**src/rtl/par_traffic_gen_if.sv**
```systemverilog
// par_traffic_gen_if
//   Flit transfer channel between a traffic source and its downstream sink.
//   FW      : flit width (HDR_SZ + PL_SZ + ADDR_SZ of the connected source)
//   data    : flit {hdr, payload, dest}, dest in the low bits
//   valid   : data holds a flit waiting to transfer
//   busy    : sink cannot accept this cycle
//   master  : the flit source (drives data/valid, samples busy)
//   slave   : the flit sink   (samples data/valid, drives busy)
interface par_traffic_gen_if #(
  parameter int FW = 22
) ();
  logic [FW-1:0] data;
  logic          valid;
  logic          busy;

  modport master (output data, output valid, input busy);
  modport slave  (input data, input valid, output busy);
endinterface

```
**src/rtl/par_traffic_gen.sv**
```systemverilog
// par_traffic_gen
//   Synthetic packet source for network-on-chip traffic. Generates one-flit
//   packets at a programmable injection rate, with uniform-random,
//   round-robin or hotspot destination selection, driven by a 16-bit LFSR.
// Ports
//   clk         : single clock, rising-edge active
//   reset       : asynchronous, active-high
//   tx          : flit channel (data/valid out, busy in)
//   send        : global enable for flit generation and LFSR advance
//   done        : MAX_PKTS flits have been accepted (sticky until reset)
//   sent_count  : accepted flits, saturating at 20'hFFFFF
//   stall_count : cycles with valid=1 and busy=1, saturating at 20'hFFFFF
module par_traffic_gen #(
  parameter int          ID       = 0,
  parameter int          DESTS    = 9,
  parameter int          PIR      = 255,
  parameter int          MODE     = 0,
  parameter int          HOTSPOT  = 0,
  parameter int          MAX_PKTS = 0,
  parameter logic [15:0] SEED     = 16'hACE1,
  parameter int          HDR_SZ   = 2,
  parameter int          PL_SZ    = 16,
  parameter int          ADDR_SZ  = 4
) (
  input  logic              clk,
  input  logic              reset,
  par_traffic_gen_if.master tx,
  input  logic              send,
  output logic              done,
  output logic [19:0]       sent_count,
  output logic [19:0]       stall_count
);

  localparam int FW = HDR_SZ + PL_SZ + ADDR_SZ;

  localparam logic [15:0]        SEED_MIX  = SEED ^ 16'(ID);
  localparam logic [15:0]        LFSR_INIT = (SEED_MIX == 16'd0) ? 16'hACE1 : SEED_MIX;
  localparam logic [ADDR_SZ-1:0] ID_A      = ADDR_SZ'(ID);
  localparam logic [ADDR_SZ-1:0] NEXT_A    = ADDR_SZ'((ID + 1) % DESTS);
  localparam logic [ADDR_SZ-1:0] LAST_A    = ADDR_SZ'(DESTS - 1);
  localparam logic [ADDR_SZ-1:0] HOT_A     = ADDR_SZ'(HOTSPOT);
  localparam logic [HDR_SZ-1:0]  HDR_V     = HDR_SZ'(ID);
  localparam logic [19:0]        CNT_MAX   = 20'hFFFFF;
  localparam logic [19:0]        MAX_LIM   = 20'(MAX_PKTS);
  localparam bit                 LIMITED   = (MAX_PKTS > 0);
  localparam bit                 HOT_EN    = (MODE == 2) && (HOTSPOT != ID);
  // Never zero, so the rate compare below is never trivially false; PIR=0
  // is excluded explicitly instead.
  localparam logic [7:0]         PIR_B     = (PIR <= 0) ? 8'd1 : 8'(PIR);

  logic [15:0]        lfsr_q,  lfsr_d;
  logic [FW-1:0]      data_q,  data_d;
  logic               valid_q, valid_d;
  logic [PL_SZ-1:0]   seq_q,   seq_d;
  logic [ADDR_SZ-1:0] rr_q,    rr_d;
  logic [19:0]        inj_q,   inj_d;
  logic               done_q,  done_d;
  logic [19:0]        sent_q,  sent_d;
  logic [19:0]        stall_q, stall_d;

  logic               lfsr_fb;
  logic               xfer, stall, slot_free, limit_ok, rate_hit, inject;
  logic [ADDR_SZ-1:0] rnd_raw, rnd_dest, rr_inc, rr_next, dest;

  // Fibonacci form shifting right: taps 16,14,13,11 land on bits 0,2,3,5.
  assign lfsr_fb = lfsr_q[0] ^ lfsr_q[2] ^ lfsr_q[3] ^ lfsr_q[5];

  assign xfer      = valid_q & ~tx.busy;
  assign stall     = valid_q &  tx.busy;
  assign slot_free = ~valid_q | xfer;

  // Injections are capped at MAX_PKTS so no extra flit is launched on the
  // edge that accepts the last one (done is only visible after that edge).
  assign limit_ok = !LIMITED || (inj_q != MAX_LIM);

  assign rate_hit = (PIR >= 255) || ((PIR > 0) && (lfsr_q[7:0] < PIR_B));
  assign inject   = send & slot_free & ~done_q & limit_ok & rate_hit;

  assign rnd_raw  = ADDR_SZ'({1'b0, lfsr_q[15:8]} % 9'(DESTS));
  assign rnd_dest = (rnd_raw == ID_A) ? NEXT_A : rnd_raw;

  // Round-robin successor, stepping over this node's own index.
  assign rr_inc  = (rr_q == LAST_A) ? '0 : rr_q + ADDR_SZ'(1);
  assign rr_next = (rr_inc != ID_A) ? rr_inc :
                   (rr_inc == LAST_A) ? '0 : rr_inc + ADDR_SZ'(1);

  always_comb begin
    if (DESTS == 1) begin
      dest = ID_A;
    end else if (MODE == 1) begin
      dest = rr_q;
    end else if (HOT_EN && !seq_q[0]) begin
      // seq_q counts prior injections, so even seq_q means an odd injection.
      dest = HOT_A;
    end else begin
      dest = rnd_dest;
    end
  end

  always_comb begin
    lfsr_d  = lfsr_q;
    data_d  = data_q;
    valid_d = valid_q;
    seq_d   = seq_q;
    rr_d    = rr_q;
    inj_d   = inj_q;
    done_d  = done_q;
    sent_d  = sent_q;
    stall_d = stall_q;

    if (send) begin
      lfsr_d = {lfsr_fb, lfsr_q[15:1]};
    end

    if (inject) begin
      data_d  = {HDR_V, seq_q, dest};
      valid_d = 1'b1;
      seq_d   = seq_q + PL_SZ'(1);
      rr_d    = rr_next;
      inj_d   = inj_q + 20'd1;
    end else if (slot_free) begin
      valid_d = 1'b0;
    end

    if (xfer && (sent_q != CNT_MAX)) begin
      sent_d = sent_q + 20'd1;
    end
    if (stall && (stall_q != CNT_MAX)) begin
      stall_d = stall_q + 20'd1;
    end

    if (LIMITED && xfer && ((sent_q + 20'd1) == MAX_LIM)) begin
      done_d = 1'b1;
    end
  end

  always_ff @(posedge clk or posedge reset) begin
    if (reset) begin
      lfsr_q  <= LFSR_INIT;
      data_q  <= '0;
      valid_q <= 1'b0;
      seq_q   <= '0;
      rr_q    <= NEXT_A;
      inj_q   <= '0;
      done_q  <= 1'b0;
      sent_q  <= '0;
      stall_q <= '0;
    end else begin
      lfsr_q  <= lfsr_d;
      data_q  <= data_d;
      valid_q <= valid_d;
      seq_q   <= seq_d;
      rr_q    <= rr_d;
      inj_q   <= inj_d;
      done_q  <= done_d;
      sent_q  <= sent_d;
      stall_q <= stall_d;
    end
  end

  assign tx.data     = data_q;
  assign tx.valid    = valid_q;
  assign done        = done_q;
  assign sent_count  = sent_q;
  assign stall_count = stall_q;

endmodule

```
**src/flat_wrapper.sv**
```systemverilog
// flat-port wrapper written by rule: the top's interface ports become plain ports
module par_traffic_gen_flat 
#(
  parameter int          ID       = 0,
  parameter int          DESTS    = 9,
  parameter int          PIR      = 255,
  parameter int          MODE     = 0,
  parameter int          HOTSPOT  = 0,
  parameter int          MAX_PKTS = 0,
  parameter logic [15:0] SEED     = 16'hACE1,
  parameter int          HDR_SZ   = 2,
  parameter int          PL_SZ    = 16,
  parameter int          ADDR_SZ  = 4
)
  (clk, reset, send, done, sent_count, stall_count, tx_data, tx_valid, tx_busy);
  par_traffic_gen_if #(.FW((22))) tx_i ();
  input  logic clk;
  input  logic reset;
  input  logic send;
  output logic done;
  output logic [19:0] sent_count;
  output logic [19:0] stall_count;
  output wire logic [$bits(tx_i.data)-1:0] tx_data;
  output wire logic [$bits(tx_i.valid)-1:0] tx_valid;
  input wire logic [$bits(tx_i.busy)-1:0] tx_busy;
  assign tx_data = tx_i.data;
  assign tx_valid = tx_i.valid;
  assign tx_i.busy = tx_busy;
  par_traffic_gen #(.ID(ID), .DESTS(DESTS), .PIR(PIR), .MODE(MODE), .HOTSPOT(HOTSPOT), .MAX_PKTS(MAX_PKTS), .SEED(SEED), .HDR_SZ(HDR_SZ), .PL_SZ(PL_SZ), .ADDR_SZ(ADDR_SZ)) u_core (.clk(clk), .reset(reset), .tx(tx_i), .send(send), .done(done), .sent_count(sent_count), .stall_count(stall_count));
endmodule
```
**config.mk**
```make
export PLATFORM = sky130hd
export DESIGN_NAME = par_traffic_gen_flat
export DESIGN_NICKNAME = d
export VERILOG_FILES = /design/src/rtl/par_traffic_gen_if.sv /design/src/rtl/par_traffic_gen.sv /design/src/flat_wrapper.sv
export SDC_FILE = /design/constraint.sdc
export NUM_CORES = 1
export LEC_CHECK = 0
export ABC_AREA = 0
export BUFFER_PORTS_ARGS = -buffer_cell sky130_fd_sc_hd__buf_2
export CORE_MARGIN = 2
export CORE_UTILIZATION = 39
export DETAILED_ROUTE_END_ITERATION = 12
export HOLD_SLACK_MARGIN = 0.15
export PLACE_DENSITY = 0.57
export RECOVER_POWER = 50
export REMOVE_ABC_BUFFERS = 1
export SLEW_MARGIN = 20
export SYNTH_ARGS = -nofsm -noshare
export SYNTH_HDL_FRONTEND = slang
export SYNTH_SLANG_ARGS = --single-unit
```
**constraint.sdc**
```tcl
create_clock -name clk -period 3.5 [get_ports clk]
set_input_delay 0.175 -clock clk [delete_from_list [all_inputs] [get_ports clk]]
set_output_delay 0.175 -clock clk [all_outputs]
set_load 0.01 [all_outputs]
```
==> flow_metrics.env <==
export IMPL_leakage_nw=2.37
export IMPL_synth_compound_area_share_pct=7.59
export IMPL_setup_viol=0
export IMPL_num_rows=39
export IMPL_synth_area_mux_share_pct=4.44
export IMPL_grt_max_degree=58
export IMPL_fin_area_mm2=0.00524
export IMPL_pwr_share_clk_pct=26.1
export IMPL_path_buf_inv=1
export IMPL_placed_cells=629
export IMPL_synth_ff_type="dfrtp_1"
export IMPL_insertion_delay_ns=0.34
export IMPL_critPathLaunch="u_core.lfsr_q[15]"
export IMPL_overflow=0
export IMPL_cts_tree="yes"
export IMPL_cts_buffers=9
export IMPL_synth_xor_area_share_pct=11.9
export IMPL_antenna_found_initial=0
export IMPL_yosysMostFrequentCell="nand2_1"
export IMPL_path_clk_slew_ns=0.06
export IMPL_synthArstFlopShare_pct=100
export IMPL_drcViolationCount=0
export IMPL_min_path_type="in2reg"
export IMPL_violations="capacitance limit, slew limit"
export IMPL_dieWidth_um=111
export IMPL_port_buffers=64
export IMPL_synth_yosys_warnings=0
export IMPL_fmax_mhz=304
export IMPL_ys_types=57
export IMPL_worstReg2RegStart="u_core.lfsr_q[15]"
export IMPL_dieArea_mm2=0.0124
export IMPL_place_area_mm2=0.00494
export IMPL_yosysSeqAreaShare_pct=52.1
export IMPL_cp_num_cells=10
export IMPL_yosys_area_share_simple_pct=19.6
export IMPL_first_iter_violations=158
export IMPL_htreeDepth=3
export IMPL_start_kind="flip-flop"
export IMPL_dp_hpwl_mm=6.19
export IMPL_rrSetupSlack_ns=0.21
export IMPL_worstPathRequired_ns=3.73
export IMPL_synth_cells=433
export IMPL_worstMarginPinSlew_ns=2.43
export IMPL_r2r_end="u_core.tx.data[0]"
export IMPL_clock_skew_ns=0.00682
export IMPL_floorplan_initialDensity_pct=39.6
export IMPL_clockBufferDepth=2
export IMPL_first_pass_iters=4
export IMPL_fin_crit_ns=3.29
export IMPL_p_per_area_mw_per_mm2=792
export IMPL_p_int_mw=2.66
export IMPL_switching_power_mw=1.49
export IMPL_p_sw_share_pct=35.9
export IMPL_critPathKind="reg2reg"
export IMPL_tns_ns=0
export IMPL_grtUsageTotal_pct=15.2
export IMPL_finalNonFillerCells=650
export IMPL_wl_per_cell_um=13.6
export IMPL_status="finished with violations"
export IMPL_synthAdderAreaFrac_pct=1.39
export IMPL_crit_chain="nand2b_2 -> o21ai_0 -> a211o_1 -> o31ai_2 -> inv_1 -> ha_1 -> or4_1 -> a21o_1 -> and3_4 -> o41ai_2"
export IMPL_ys_ff_latch=93
export IMPL_drt_total_wl_mm=8.86
export IMPL_synth_largest_area_cell="dfrtp_1"
export IMPL_area_growth_pct=16.8
export IMPL_maxSlewViolCount=58
export IMPL_power_frac_comb_pct=35.1
export IMPL_endpoint="u_core.tx.data[0]"
export IMPL_cts_sinks=93
export IMPL_cpPeakStageDelay_ns=0.61
export IMPL_critPathSlowestCell="dfstp_1"
export IMPL_core_area_mm2=0.0113
export IMPL_synth_area_leaders="dfrtp_1, xnor2_1, nand2_1"
export IMPL_routed_via_density=5.02
export IMPL_vdd_drop_max_mv=0.351
export IMPL_relSlewSlack_pct=-62.6
export IMPL_path_delay_family="compound AO/OA/AOI/OAI gates"
export IMPL_nets=511
export IMPL_critPathArrivalTime_ns=3.52
export IMPL_gp_congestion=0.804
export IMPL_endpoint_kind="flip-flop"
export IMPL_num_vias=3266
export IMPL_ant_nets=0
export IMPL_fin_crit_sh_pct=93.9
export IMPL_fillers=1094
export IMPL_syn_cell_area_mm2=0.00449
export IMPL_rsz0062_at_grt="false"
export IMPL_synth_area_per_cell_um2=10.4
export IMPL_ios=68
export IMPL_grt_pass1_vias=3145
export IMPL_synth_edf_count=0
export IMPL_antenna_cells=0
export IMPL_synth_top_family_by_area="simple AND/OR/NAND/NOR gates"
export IMPL_reg2reg_depth=10
export IMPL_grt_pass1_wl_mm=15.4
export IMPL_die_h_um=111
export IMPL_synth_top_area_share_pct=47.4
export IMPL_synthTopCellsByCount="nand2_1, dfrtp_1, xnor2_1"
export IMPL_cts_root_buf="clkbuf_16"
export IMPL_seqPwrFrac_pct=38.8
export IMPL_drive_gt1_share_pct=10.7
export IMPL_final_hold_violation_count=0
export IMPL_cap_violations=1
export IMPL_crit_fanout=7
==> worst reg2reg max path, cell delays in order (launching register included) <==
cell and delay [ns]:
dfstp_1 0.61, nand2b_2 0.21, o21ai_0 0.09, a211o_1 0.31, o31ai_2 0.32, inv_1 0.14
ha_1 0.19, or4_1 0.54, a21o_1 0.23, and3_4 0.20, o41ai_2 0.33
==> metal layers <==
metal / wire (um) / global-route usage [%] / share of wire (%) / up-vias
met2: 3890 / 22.8 / 44 / 83
li1: - / - / - / 1608
met1: 4280 / 21.1 / 48 / 1556
met4: 226 / 7.24 / 2.6 / 0
met3: 460 / 3.28 / 5.2 / 19
met5: 0 / 0 / 0 / -
==> layout make-up <==
type / instances / area, um2 / share of cell area [%]
Clock buffer: 12 / 256 / 4.89
Clock inverter: 4 / 77.6 / 1.48
Inverter: 6 / 23.8 / 0.454
Multi-Input combinational cell: 316 / 2030 / 38.8
Sequential cell: 93 / 2340 / 44.6
Tap cell: 143 / 179 / 3.41
Timing Repair Buffer: 76 / 332 / 6.33
==> repair_timing <==
| action | CTS | global route |
|---|---|---|
| endpoints found under the setup margin | 0 | 3 |
| gates resized for setup | 0 | 2 |
| setup buffers | 0 | 3 |
| hold buffers | 2 | 0 |
| hold endpoints to repair | 48 | 0 |
==> state kept, by name, indices dropped and copies added, names as in the netlist <==
name,cells
u_core.tx.data,20
u_core.tx.valid,1
u_core.stall_count,20
u_core.sent_count,20
u_core.seq_q,16
u_core.lfsr_q,16
==> worst min path at each step <==
stage	startpoint	end	slack, ns	cells past startpoint
2_1_floorplan	send	u_core.lfsr_q[15]	0.23	1
3_3_place_gp	reset	u_core.stall_count[1]	0.41	2
3_5_place_dp	reset	u_core.stall_count[1]	0.42	2
4_1_cts	send	u_core.lfsr_q[15]	0.25	3
5_1_grt	send	u_core.lfsr_q[15]	0.29	3
6_report	send	u_core.lfsr_q[15]	0.26	3
==> through the flow <==
step                      power, mW  hold WS, ns  util [%]  setup WS [ns]
after floorplan                2.65        0.225         -          0.419
after global placement         3.05        0.406      43.6          0.170
after detailed placement       3.08        0.425      43.6         0.0695
after CTS                      4.19        0.253      46.8         0.0522
after global routing           4.45        0.288      46.3         0.0613
final                          4.15        0.262      46.3          0.213
==> kinds of logic after synthesis <==
family	count (synthesis)
AND/OR/NAND/NOR	182
other	1
AO/OA/AOI/OAI	48
adder cells (fa/ha/maj)	5
flip-flops	93
XOR/XNOR	60
multiplexers	18
buffers and inverters	26
==> cell usage in the layout, fill, tap and decap left out, drive strengths merged, types with 2 or more instances in the layout <==
cell	instances
a211o	2
a21o	2
a21oi	7
a221oi	2
a22oi	3
a41oi	2
and2	4
and3	13
and4	5
buf	11
bufinv	2
clkbuf	75
conb	3
dfrtp	85
dfstp	8
dlygate4sd3	2
ha	5
inv	6
mux2	15
mux2i	3
nand2	91
nand2b	9
nand3	13
nand4	12
nor2	17
nor2b	5
nor3	4
o211a	2
o21ai	15
o22ai	3
or2	2
xnor2	44
xor2	16
==> power groups by stage <==
stage                     logic [mW]  clock network (mW)  registers [mW]
after floorplan                 1.01                   0            1.64
after global placement          1.41                   0            1.64
after detailed placement        1.43                   0            1.65
after CTS                       1.45                1.12            1.63
after global routing            1.63                1.16            1.66
final                           1.46                1.08            1.61
Power figures use the tool's default switching activity.
